[config.mk]
export PLATFORM = sky130hd
export DESIGN_NAME = aes_ctr_ctrl
export DESIGN_NICKNAME = d
export VERILOG_FILES = /design/src/rtl/aes_ctr_pkg.sv /design/src/rtl/aes_ctr_ctrl_jitter.sv /design/src/rtl/aes_ctr_ctrl.sv
export SDC_FILE = /design/constraint.sdc
export NUM_CORES = 1
export LEC_CHECK = 0
export ABC_CLOCK_PERIOD_IN_PS = 3100
export CAP_MARGIN = 20
export CORE_AREA = 2 2 357 359
export CTS_BUF_LIST = sky130_fd_sc_hd__clkbuf_8
export DETAILED_ROUTE_END_ITERATION = 10
export DIE_AREA = 0 0 359 361
export SKIP_CTS_REPAIR_TIMING = 1
export SLEW_MARGIN = 25
export SYNTH_ARGS = -nofsm -noshare
export SYNTH_HDL_FRONTEND = slang
export SYNTH_SLANG_ARGS = --single-unit
[constraint.sdc]
create_clock -name clk -period 3.1 [get_ports clk]
set_input_delay 0.93 -clock clk [delete_from_list [all_inputs] [get_ports clk]]
set_output_delay 0.93 -clock clk [all_outputs]
set_load 0.02 [all_outputs]
[src/rtl/aes_ctr_pkg.sv]
// ============================================================================
// Module      : aes_ctr_pkg
// Description : Shared widths, jitter constants and FSM encoding for the
//               AES-CTR block sequencer and its optional step-jitter unit.
// Revision    : 1.0  initial release
// ============================================================================
`default_nettype none

package aes_ctr_pkg;

  localparam int AES_BLK_W        = 128;
  localparam int AES_CTR_W        = 32;
  localparam int AES_NONCE_W      = AES_BLK_W - AES_CTR_W;

  localparam int JITTER_LFSR_W    = 16;
  localparam int JITTER_STALL_W   = 2;
  localparam int JITTER_MAX_STALL = 3;

  typedef enum logic [2:0] {
    ST_IDLE  = 3'd0,
    ST_READY = 3'd1,
    ST_ISSUE = 3'd2,
    ST_WAIT  = 3'd3,
    ST_OUT   = 3'd4
  } state_e;

endpackage

`default_nettype wire

[src/rtl/aes_ctr_ctrl_jitter.sv]
// ============================================================================
// Module      : aes_step_jitter
// Description : Pseudo-random round-advance enable for the AES core.
//               16-bit Fibonacci LFSR (taps 16,14,13,11) advancing every
//               cycle; step_en drops when lfsr[1:0]==0, but never for more
//               than JITTER_MAX_STALL consecutive cycles.
// Ports       : clk, rst (sync, active-high) ; step_en out
// Revision    : 1.0  initial release
// ============================================================================
`default_nettype none

module aes_step_jitter
  import aes_ctr_pkg::*;
#(
  parameter logic [JITTER_LFSR_W-1:0] SEED = 16'hACE1
) (
  input  logic clk,
  input  logic rst,
  output logic step_en
);

  logic [JITTER_LFSR_W-1:0]  lfsr_q, lfsr_d;
  logic [JITTER_STALL_W-1:0] stall_q, stall_d;

  always_comb begin
    lfsr_d  = {lfsr_q[14:0], lfsr_q[15] ^ lfsr_q[13] ^ lfsr_q[12] ^ lfsr_q[10]};
    // The stall counter overrides the LFSR so the core can never starve.
    step_en = (lfsr_q[1:0] != 2'b00) ||
              (stall_q == JITTER_STALL_W'(JITTER_MAX_STALL));
    stall_d = step_en ? '0 : stall_q + JITTER_STALL_W'(1);
  end

  always_ff @(posedge clk) begin
    if (rst) begin
      lfsr_q  <= SEED;
      stall_q <= '0;
    end else begin
      lfsr_q  <= lfsr_d;
      stall_q <= stall_d;
    end
  end

endmodule

`default_nettype wire

[src/rtl/aes_ctr_ctrl.sv]
// ============================================================================
// Module      : aes_ctr_ctrl
// Description : CTR-mode block sequencer in front of an iterative AES-128
//               core. Accepts data blocks, issues {nonce, ctr} to the core,
//               XORs the returned keystream with the data and emits it.
// Ports       : clk/rst ; cfg_load/cfg_key/cfg_iv ; in_* stream ; out_*
//               stream ; core_* interface ; keyed, ctr_wrap status.
// Build macro : AES_CTR_JITTER_EN - randomised core_step_en via
//               aes_step_jitter; undefined ties core_step_en to 1.
// Revision    : 1.0  initial release
// ============================================================================
`default_nettype none

module aes_ctr_ctrl
  import aes_ctr_pkg::*;
#(
  parameter logic [15:0] JITTER_SEED = 16'hACE1
) (
  input  logic                 clk,
  input  logic                 rst,
  input  logic                 cfg_load,
  input  logic [AES_BLK_W-1:0] cfg_key,
  input  logic [AES_BLK_W-1:0] cfg_iv,
  input  logic                 in_valid,
  output logic                 in_ready,
  input  logic [AES_BLK_W-1:0] in_data,
  input  logic                 in_last,
  output logic                 out_valid,
  input  logic                 out_ready,
  output logic [AES_BLK_W-1:0] out_data,
  output logic                 out_last,
  output logic                 core_start,
  output logic [AES_BLK_W-1:0] core_key,
  output logic [AES_BLK_W-1:0] core_plaintext,
  output logic                 core_step_en,
  input  logic                 core_busy,
  input  logic                 core_done,
  input  logic [AES_BLK_W-1:0] core_ciphertext,
  output logic                 keyed,
  output logic                 ctr_wrap
);

  state_e                   state_q, state_d;
  logic [AES_BLK_W-1:0]     key_q, key_d;
  logic [AES_NONCE_W-1:0]   nonce_q, nonce_d;
  logic [AES_CTR_W-1:0]     ctr_q, ctr_d;
  logic [AES_BLK_W-1:0]     pt_q, pt_d;
  logic [AES_BLK_W-1:0]     data_q, data_d;
  logic                     last_q, last_d;
  logic [AES_BLK_W-1:0]     out_data_q, out_data_d;
  logic                     out_last_q, out_last_d;
  logic                     keyed_q, keyed_d;
  logic                     wrap_q, wrap_d;
  logic [AES_NONCE_W-1:0]   nonce_sel;
  logic [AES_CTR_W-1:0]     ctr_sel;

  always_comb begin
    state_d    = state_q;
    key_d      = key_q;
    nonce_d    = nonce_q;
    ctr_d      = ctr_q;
    pt_d       = pt_q;
    data_d     = data_q;
    last_d     = last_q;
    out_data_d = out_data_q;
    out_last_d = out_last_q;
    keyed_d    = keyed_q;
    wrap_d     = wrap_q;
    // A block accepted in the same cycle as a reload uses the new IV.
    nonce_sel  = cfg_load ? cfg_iv[AES_BLK_W-1:AES_CTR_W] : nonce_q;
    ctr_sel    = cfg_load ? cfg_iv[AES_CTR_W-1:0]         : ctr_q;

    if (cfg_load && (state_q == ST_IDLE || state_q == ST_READY)) begin
      key_d   = cfg_key;
      nonce_d = cfg_iv[AES_BLK_W-1:AES_CTR_W];
      ctr_d   = cfg_iv[AES_CTR_W-1:0];
      wrap_d  = 1'b0;
      keyed_d = 1'b1;
    end

    case (state_q)
      ST_IDLE: begin
        if (cfg_load) state_d = ST_READY;
      end
      ST_READY: begin
        if (in_valid) begin
          // Counter block is captured here so the core sees a value that
          // stays put while ctr itself advances in ISSUE.
          pt_d    = {nonce_sel, ctr_sel};
          data_d  = in_data;
          last_d  = in_last;
          state_d = ST_ISSUE;
        end
      end
      ST_ISSUE: begin
        ctr_d   = ctr_q + AES_CTR_W'(1);
        if (&ctr_q) wrap_d = 1'b1;
        state_d = ST_WAIT;
      end
      ST_WAIT: begin
        if (core_done) begin
          out_data_d = core_ciphertext ^ data_q;
          out_last_d = last_q;
          state_d    = ST_OUT;
        end
      end
      ST_OUT: begin
        if (out_ready) state_d = wrap_q ? ST_IDLE : ST_READY;
      end
      default: state_d = ST_IDLE;
    endcase
  end

  always_ff @(posedge clk) begin
    if (rst) begin
      state_q    <= ST_IDLE;
      key_q      <= '0;
      nonce_q    <= '0;
      ctr_q      <= '0;
      pt_q       <= '0;
      data_q     <= '0;
      last_q     <= 1'b0;
      out_data_q <= '0;
      out_last_q <= 1'b0;
      keyed_q    <= 1'b0;
      wrap_q     <= 1'b0;
    end else begin
      state_q    <= state_d;
      key_q      <= key_d;
      nonce_q    <= nonce_d;
      ctr_q      <= ctr_d;
      pt_q       <= pt_d;
      data_q     <= data_d;
      last_q     <= last_d;
      out_data_q <= out_data_d;
      out_last_q <= out_last_d;
      keyed_q    <= keyed_d;
      wrap_q     <= wrap_d;
    end
  end

  assign in_ready       = (state_q == ST_READY);
  assign out_valid      = (state_q == ST_OUT);
  assign core_start     = (state_q == ST_ISSUE);
  assign core_key       = key_q;
  assign core_plaintext = pt_q;
  assign out_data       = out_data_q;
  assign out_last       = out_last_q;
  assign keyed          = keyed_q;
  assign ctr_wrap       = wrap_q;

  // Sequencing relies on core_done alone; busy is informational.
  logic unused_core_busy;
  assign unused_core_busy = core_busy;

`ifdef AES_CTR_JITTER_EN
  aes_step_jitter #(
    .SEED    (JITTER_SEED)
  ) u_jitter (
    .clk     (clk),
    .rst     (rst),
    .step_en (core_step_en)
  );
`else
  assign core_step_en = 1'b1;
  logic [15:0] unused_jitter_seed;
  assign unused_jitter_seed = JITTER_SEED;
`endif

endmodule

`default_nettype wire
# Word-level counts from Yosys, hierarchy flattened
# Cells that the tools add are included.
# totals
register_bits	647
out_inout_bits	391
elab_cells	42
# op_classes
n_addsub	1
n_eq_ne	8
n_mux	13
n_bitwise	1
n_reduce_logical	8
# op_table
cell	count
128-bit bitwise XOR	1
32-bit two-way mux	3
96-bit two-way mux	1
32-bit by 1-bit adder with 32-bit output, second input constant	1
32-bit AND reduction	1
3-bit case mux with 5 select lines	1
3-bit two-way mux	4
3-bit by 2-bit == test with 1-bit output, second input constant	2
2-bit inequality test, second input constant	3
1-bit two-way mux	4
2-bit AND reduction	2
4-bit AND reduction	1
3-bit by 1-bit == test with 1-bit output, second input constant	1
3-bit == test, second input constant	1
3-bit logical NOT	1
2-bit by 1-bit inequality test with 1-bit output, second input constant	1
2-bit nonzero test	1
1-bit logical AND	1
1-bit logical OR	1

# Longest topological paths before layout
# Gate-level depths: netlist of run 1.
# depth
depth_word	6
mapped_depth	10
ltp_nobuf	7

# Least setup slack after synthesis of run 1
# Ideal clock, no wire load.
# synth_path
path_type	input to register
startpoint	in cfg_load
endpoint	reg ctr_q[12]
t_arrival_ns	2.374
required_time_ns	3.029
slack_ns	0.656
stages	7
cell_sequence	clkbuf_1 nor3b_1 clkbuf_1 clkbuf_1 clkbuf_1 nand2_1 a21oi_1
# synth_via
elab_chain_cells	2
# synth_lines
item	line	source
from (decl)	aes_ctr_ctrl.sv:21	input logic cfg_load,
1-bit logical AND	aes_ctr_ctrl.sv:73	if (cfg_load && (state_q == ST_IDLE || state_q == ST_READY)) begin
2-bit nonzero test (no line)	-	
to (signal assigned)	aes_ctr_ctrl.sv:131	ctr_q <= ctr_d;
to (decl)	aes_ctr_ctrl.sv:46	logic [AES_CTR_W-1:0] ctr_q, ctr_d;
# Every way passes these cells.
# A chain may end at the register's enable or synchronous reset.

# Worst setup path in the final report of run 1
# layout_path
startpoint	reg pt_q[23] (netlist: core_plaintext[23])
endpoint	out core_plaintext[23]
# layout_rtl
item	line	source
from (decl)	aes_ctr_ctrl.sv:47	logic [AES_BLK_W-1:0] pt_q, pt_d;
from (signal assigned)	aes_ctr_ctrl.sv:132	pt_q <= pt_d;
to (decl)	aes_ctr_ctrl.sv:34	output logic [AES_BLK_W-1:0] core_plaintext,
# No word-level cell between the ends.

==> results.md, run 1 <==
* Synth Instances at 2993
* TritonCTS Sinks at between 600 and 700
* Syn_area_per_cell at about 8.4 µm²
* Worst Reg-to-Reg Cells at 5
* Final Cell Area at just under 0.04 mm²
* DRT Pass-1 Iters at 5
* Vias in the first global route at between 20000 and 25000
* Wirelength, routed at between 100000 and 150000 µm
* Deepest clock path buffer count at 3
* Gr busiest metal: met2
* Synthesized Nets at 3514
* Worst-path fanout max at 2
* Die W at 359 µm
* Warnings from Yosys at 0
* Total Routing Usage GR at ~15%
* Placed instance area at 0.03641 mm²
* Status: finished clean
* Max Clk Rate at approximately 340 MHz
* Core box area at ~0.13 mm²
* Hold path cells at 2
* H-tree Lvls at 3
* Slew margin rel. at around 56%
* Clk_skew at approximately 0.065 ns
* Worst setup EP type: output port
* Worst setup path class: reg2out
* Synth Register Bits at ~650
* Max-cap viol count at 0
* Clk Latency, worst-skew pair at roughly 0.8 ns
* WL per Instance at between 15 and 20 µm
* Antenna viol nets, final at 0
* Max Slew Vio Count at 0
* Dpl hpwl at 75670 µm
* Total grt overflow at 0
* TritonCTS buffer count at 118
* Min cycle time layout at 2.943 ns
* Largest net degree at the start of global routing at 83
* Most frequent cells in the layout: clkdlybuf4s50_1 (900), nand2_1 (750), dfxtp_1 (646), a21oi_1 (389), nor2_1 (281)
* Worst vdd ir at approximately 0.35 mV
* Fin cells at roughly 5600
* Critical-path top delay cell: clkdlybuf4s50_1
* Layout overhead on the synthesized area at 55.05%
* Site Rows at 130
* Sequential element share of the synthesized area at a little over 50%
* P per Cell Area at about 550 mW/mm²
* Clock-pin slew on the worst setup and hold paths at 0.07 ns
* Final Wtd Congestion at 0.8363
* Die ar. at between 0.1 and 0.15 mm²
* Slew @ Worst Pin at ~0.66 ns
* FF/Latch Area at 0.01295 mm²
* Post-synth EDFFs at 0
* RSZ-0062 raised after global routing: no
* Post-Syn Area at between 0.02 and 0.03 mm²
* Root Buffer: clkbuf_8
* Worst Path Buf+Inv at 1
* Met2 usage at about a quarter
* Post-synth ARST share at 0%
* Synth Flop Type: dfxtp_1
* Met1 usage at between 10% and 20%
* Die height at around 360 µm
* Via density at about 4.2
* GR Util met3 at 6.743%
* Area occupied by multi-input gates at 0.01127 mm²
* Initial Util at between 20% and 30%
* Initial antenna violation count at 29
* Post-Place Setup Slack at 0.4360 ns
* Unique masters post-synth at 61
* DP Cell Count at approximately 5400
* CTS tree: yes
* Critical Path RT at 2.17 ns
* Share of layout cells above drive strength 1 at 7.188%
* Worst path depth at 1
* Arrival @ worst endpoint at around 2 ns
* Leak at approximately 14 nW
* First-pass GRT wire length at 149500 µm
* Post-route setup slack at 0.1574 ns
* Worst setup SP type: register
* Critical path's largest stage delay at approximately 0.86 ns
* Most common cell after layout, fill and taps aside: clkdlybuf4s50_1
* Power, Total at about 21 mW
* Crit path cell chain: clkdlybuf4s50_1
* I/O Buffers at 908
* Hold Path Class: reg2reg
* Endpoints failing setup at 0
* Number of DRC markers in iteration 0 at ~1300
* Final Cycle Share at 94.92%
* DRC at 0
* Boundary Pins at 911
* Via Count at between 20000 and 25000
* Number of nets in the layout at roughly 4400
* Fillers at 13140
* Hold Vio Cnt, Final at 0
* CP delay by family, top: buffers and inverters
report_power, final:
group          switching [mW]  total [mW]  leakage, nW  internal, mW
logic                    1.78        3.47         7.01          1.69
clock network            3.82        8.83         1.47          5.01
registers               0.296        9.10         5.29          8.80
total                    5.90        21.4         13.8          15.5
stage by stage:
stage	utilization (%)	setup TNS, ns	hold slack [ns]
after global routing	31.11	0	0.4121
after detailed placement	29.03	0	0.4453
after global placement	29.03	0	0.4401
final	31.12	0	0.4498
after floorplan	-	0	0.4357
after CTS	31.09	-0.8424	0.3614
final cells by class:
type / instances / share of cell area [%]
well taps: 1650 / 5.291
inverters: 11 / 0.1058
clock inverters: 58 / 1.093
flip-flops and latches: 647 / 33.20
multi-input cells: 2092 / 28.88
clock buffers: 157 / 5.538
diodes: 9 / 0.05772
repair buffers: 986 / 25.83
per-layer routing:
layer  share of wire, %  up-vias
met3                9.7      153
met5               0.16        -
met4                2.0       26
met1                 41    10900
li1                   -    11940
met2                 47      786
path summary, 6_finish.rpt:
path / startpoint / end / slack, ns
worst max register to register: ctr_q[0] / ctr_q[16] / 0.66
worst min-delay path: core_key[46] / core_key[46] / 0.45
worst min register to register: core_key[46] / core_key[46] / 0.45
worst max-delay path: core_plaintext[23] / core_plaintext[23] / 0.16
state kept, by name, indices dropped and copies added (netlist names):
name            flops
out_last            1
ctr_q              32
core_plaintext    128
out_data          128
data_q            128
state_q             3
nonce_q            96
last_q              1
ctr_wrap            1
core_key          128
keyed               1
synthesized netlist by cell type (2+ instances only):
cell type | instances | share of area [%]
a31oi_1 | 6 | 0.15
or3_1 | 6 | 0.15
a221o_1 | 3 | 0.12
clkbuf_2 | 2 | 0.040
mux2i_1 | 124 | 4.9
o21a_1 | 4 | 0.12
and2_1 | 6 | 0.15
nand2b_1 | 3 | 0.075
and4_1 | 6 | 0.21
nand4_1 | 12 | 0.30
a2bb2oi_1 | 4 | 0.14
nor3_1 | 10 | 0.20
o311ai_0 | 2 | 0.070
and3_1 | 3 | 0.075
xnor2_1 | 128 | 4.5
a311oi_1 | 7 | 0.24
or2_2 | 5 | 0.12
a211oi_1 | 255 | 7.6
mux2_2 | 2 | 0.089
dfxtp_1 | 647 | 51
a211o_1 | 3 | 0.10
nor4_1 | 8 | 0.20
nand2_1 | 751 | 11
nor4_2 | 2 | 0.099
clkbuf_1 | 225 | 3.4
o211ai_1 | 6 | 0.18
inv_1 | 9 | 0.13
a22oi_1 | 3 | 0.089
nor2_1 | 281 | 4.2
buf_1 | 10 | 0.15
or4_1 | 3 | 0.089
a21oi_1 | 389 | 7.7
nand3b_1 | 4 | 0.12
nand3_1 | 19 | 0.38
a21oi_2 | 2 | 0.070
buf_2 | 5 | 0.099
o21ai_0 | 14 | 0.28
kinds of logic (layout without fill, tap and decap cells):
family / Yosys count / after routing / share of synthesized area [%]
xor gates and xnor gates: 128 / 128 / 4.455
buffers and inverters: 254 / 1212 / 3.838
muxes: 126 / 126 / 5.021
AOI/OAI and AO/OA: 709 / 709 / 17.29
and+or+nand+nor: 1127 / 1127 / 17.86
adders and majority gates: 1 / 1 / 0.04971
DFF: 647 / 647 / 51.47
other: 1 / 10 / 0.01490
Note: power is estimated with default switching activity, not from simulation.
==> inputs of run 2 (changes only) <==
Settings changed: CORE_AREA 2 2 357 359 to 2 2 351 353, DIE_AREA 0 0 359 361 to 0 0 353 355.
==> run 2 against run 1 <==
Clock skew fell by 0.0047 ns. Sequential power barely moved. Utilization rose by 1.1 points. Via count rose by 1.7%. Worst hold slack improved by 0.0016 ns. Global-route usage rose by 0.80 points. Clock power rose by 5.0%. Clock-buffer cell count rose by 2. Critical path type unchanged. Largest power group is now the clock network.
==> results.md, run 2 (same netlist as run 1, synthesis figures left out) <==
* Status: finished clean
* Via density at 4.319 (+1.8%)
* Number of DRC markers in iteration 0 at 1300 (+0.54%)
* WL per Instance at 18.69 µm (+2.6%)
* Die height at 355 µm (-1.7%)
* Critical path's largest stage delay at 0.82 ns (-0.04 ns)
* Dpl hpwl at 77150 µm (+2.0%)
* Final Wtd Congestion at 0.8543 (+2.2%)
* Number of nets in the layout at 4388 (+0.25%)
* DRT Pass-1 Iters at 5 (unchanged)
* Min cycle time layout at 2.918 ns (-0.02459 ns)
* Critical Path RT at 2.17 ns (about the same)
* Int Pwr at 15.76 mW (+1.7%)
* RSZ-0062 raised after global routing: no
* Worst Path Buf+Inv at 1 (unchanged)
* Crit path cell chain: clkdlybuf4s50_1
* Max Slew Vio Count at 0 (unchanged)
* Total Routing Usage GR at 15.95% (+0.80 points)
* Worst setup SP type: register
* Clock power frac at 42.4% (+1.1 points)
* CTS tree: yes
* Most frequent cells in the layout: clkdlybuf4s50_1 (900), nand2_1 (750), dfxtp_1 (646), a21oi_1 (389), nor2_1 (281)
* Clk Latency, worst-skew pair at 0.82 ns (+0.02 ns)
* Sequential share of power at 41.6% (-0.9 points)
* Worst setup EP type: output port
* Share of layout cells above drive strength 1 at 7.735% (+0.55 points)
* Die ar. at 0.1253 mm² (-3.3%)
* Wirelength, routed at 104700 µm (+2.5%)
* Placed instance area at 0.03638 mm² (about the same)
* TritonCTS buffer count at 118 (unchanged)
* Fillers at 12780 (-2.8%)
* Hold Path Class: reg2reg
* Layout overhead on the synthesized area at 55.51%
* Initial Util at 20.73% (+0.66 points)
* Hold Vio Cnt, Final at 0 (unchanged)
* Most common cell after layout, fill and taps aside: clkdlybuf4s50_1
* Slew @ Worst Pin at 0.8577 ns (+0.1953 ns)
* Hold slack at 0.4514 ns (+0.001598 ns)
* Comb power frac at 16.0% (-0.2 points)
* First-pass GRT wire length at 152000 µm (+1.7%)
* Via Count at 24200 (+1.7%)
* Endpoints failing setup at 0 (unchanged)
* Worst setup path class: reg2out
* Root Buffer: clkbuf_8
* Arrival @ worst endpoint at 1.99 ns (-0.02 ns)
* H-tree Lvls at 3 (unchanged)
* Power, Total at 21.85 mW (+2.1%)
* Clock-pin slew on the worst setup and hold paths at 0.06 ns (about the same)
* Final Cycle Share at 94.13% (-0.79 points)
* Die W at 353 µm (-1.7%)
* Setup TNS at 0 ns (unchanged)
* Worst vdd ir at 0.3866 mV (+9.0%)
* Total grt overflow at 0 (unchanged)
* Post-Place Setup Slack at 0.1412 ns (-0.2947 ns)
* Final Cell Area at 0.03914 mm² (+0.29%)
* Switch Pwr at 6.090 mW (+3.3%)
* Vias in the first global route at 23510 (+3.2%)
* Slew margin rel. at 42.82% (-13 points)
* TritonCTS Sinks at 647 (unchanged)
* Antenna viol nets, final at 0 (unchanged)
* P per Cell Area at 558.4 mW/mm² (+1.8%)
* DRC at 0 (unchanged)
* Max-cap viol count at 0 (unchanged)
* Initial antenna violation count at 22 (-24%)
* Critical-path top delay cell: clkdlybuf4s50_1
* Site Rows at 128 (-1.5%)
* Max Clk Rate at 342.7 MHz (+0.84%)
* Clk_skew at 0.06045 ns (-0.004747 ns)
* CP delay by family, top: buffers and inverters
* Core box area at 0.1214 mm² (-3.2%)
* Boundary Pins at 911 (unchanged)
* I/O Buffers at 908 (unchanged)
* Largest net degree at the start of global routing at 159 (+92%)
* Leak at 13.86 nW (+0.66%)
* Deepest clock path buffer count at 3 (unchanged)
* Worst-path fanout max at 2 (unchanged)
* Sw Share at 27.87% (+0.31 points)
* Post-route setup slack at 0.1820 ns (+0.02459 ns)
## run 2: changes by cell type in the layout (fill, tap and decap cells not counted), moves of 2 or more
cell | previous run | this run
buf_4 | 48 | 64
buf_12 | 32 | 25
inv_1 | 46 | 40
clkinv_2 | 10 | 15
clkinvlp_4 | 1 | 4
bufinv_16 | 6 | 8
clkbuf_8 | 158 | 160
inv_16 | 0 | 2
## run 2: routing by layer
metal,share of wire [%],global-route usage (%),up-vias
met3,10,7.046,175
met4,2.6,4.596,20
met2,46,26.22,787
met5,0.12,0,-
met1,41,18.74,11280
li1,-,-,11940
## run 2: layout make-up
type / count / area, µm² / area share [%]
inverter: 11 / 43.79 / 0.1119
multi-input combinational: 2092 / 11270 / 28.81
sequential: 647 / 12950 / 33.10
clock buffer: 159 / 2188 / 5.592
clock inverter: 63 / 543.0 / 1.388
timing repair buffer: 997 / 10080 / 25.75
antenna: 9 / 22.52 / 0.05755
tap: 1625 / 2033 / 5.195
## run 2: worst paths after layout
check / slack (ns) / cells past startpoint / from / endpoint
setup / recovery: 0.18 / 1 / out_data[21] / out_data[21]
hold / removal: 0.45 / 2 / core_key[120] / core_key[120]
setup reg to reg: 0.64 / 5 / ctr_q[0] / ctr_q[16]
hold reg to reg: 0.45 / 2 / core_key[120] / core_key[120]
## run 2: per-stage QoR
step,cells,utilization [%]
floorplan,2993,-
global placement,5372,29.96
detailed placement,5372,29.96
CTS,5594,32.21
global route,5599,32.23
finish,5603,32.24
## run 2: power groups by stage
stage / combinational, mW / clock (mW) / sequential [mW]
after global placement: 3.51 / 0 / 9.25
after CTS: 3.54 / 9.58 / 9.09
after floorplan: 1.31 / 0 / 9.55
after detailed placement: 3.52 / 0 / 9.27
final: 3.49 / 9.27 / 9.09
after global routing: 3.78 / 9.92 / 9.15
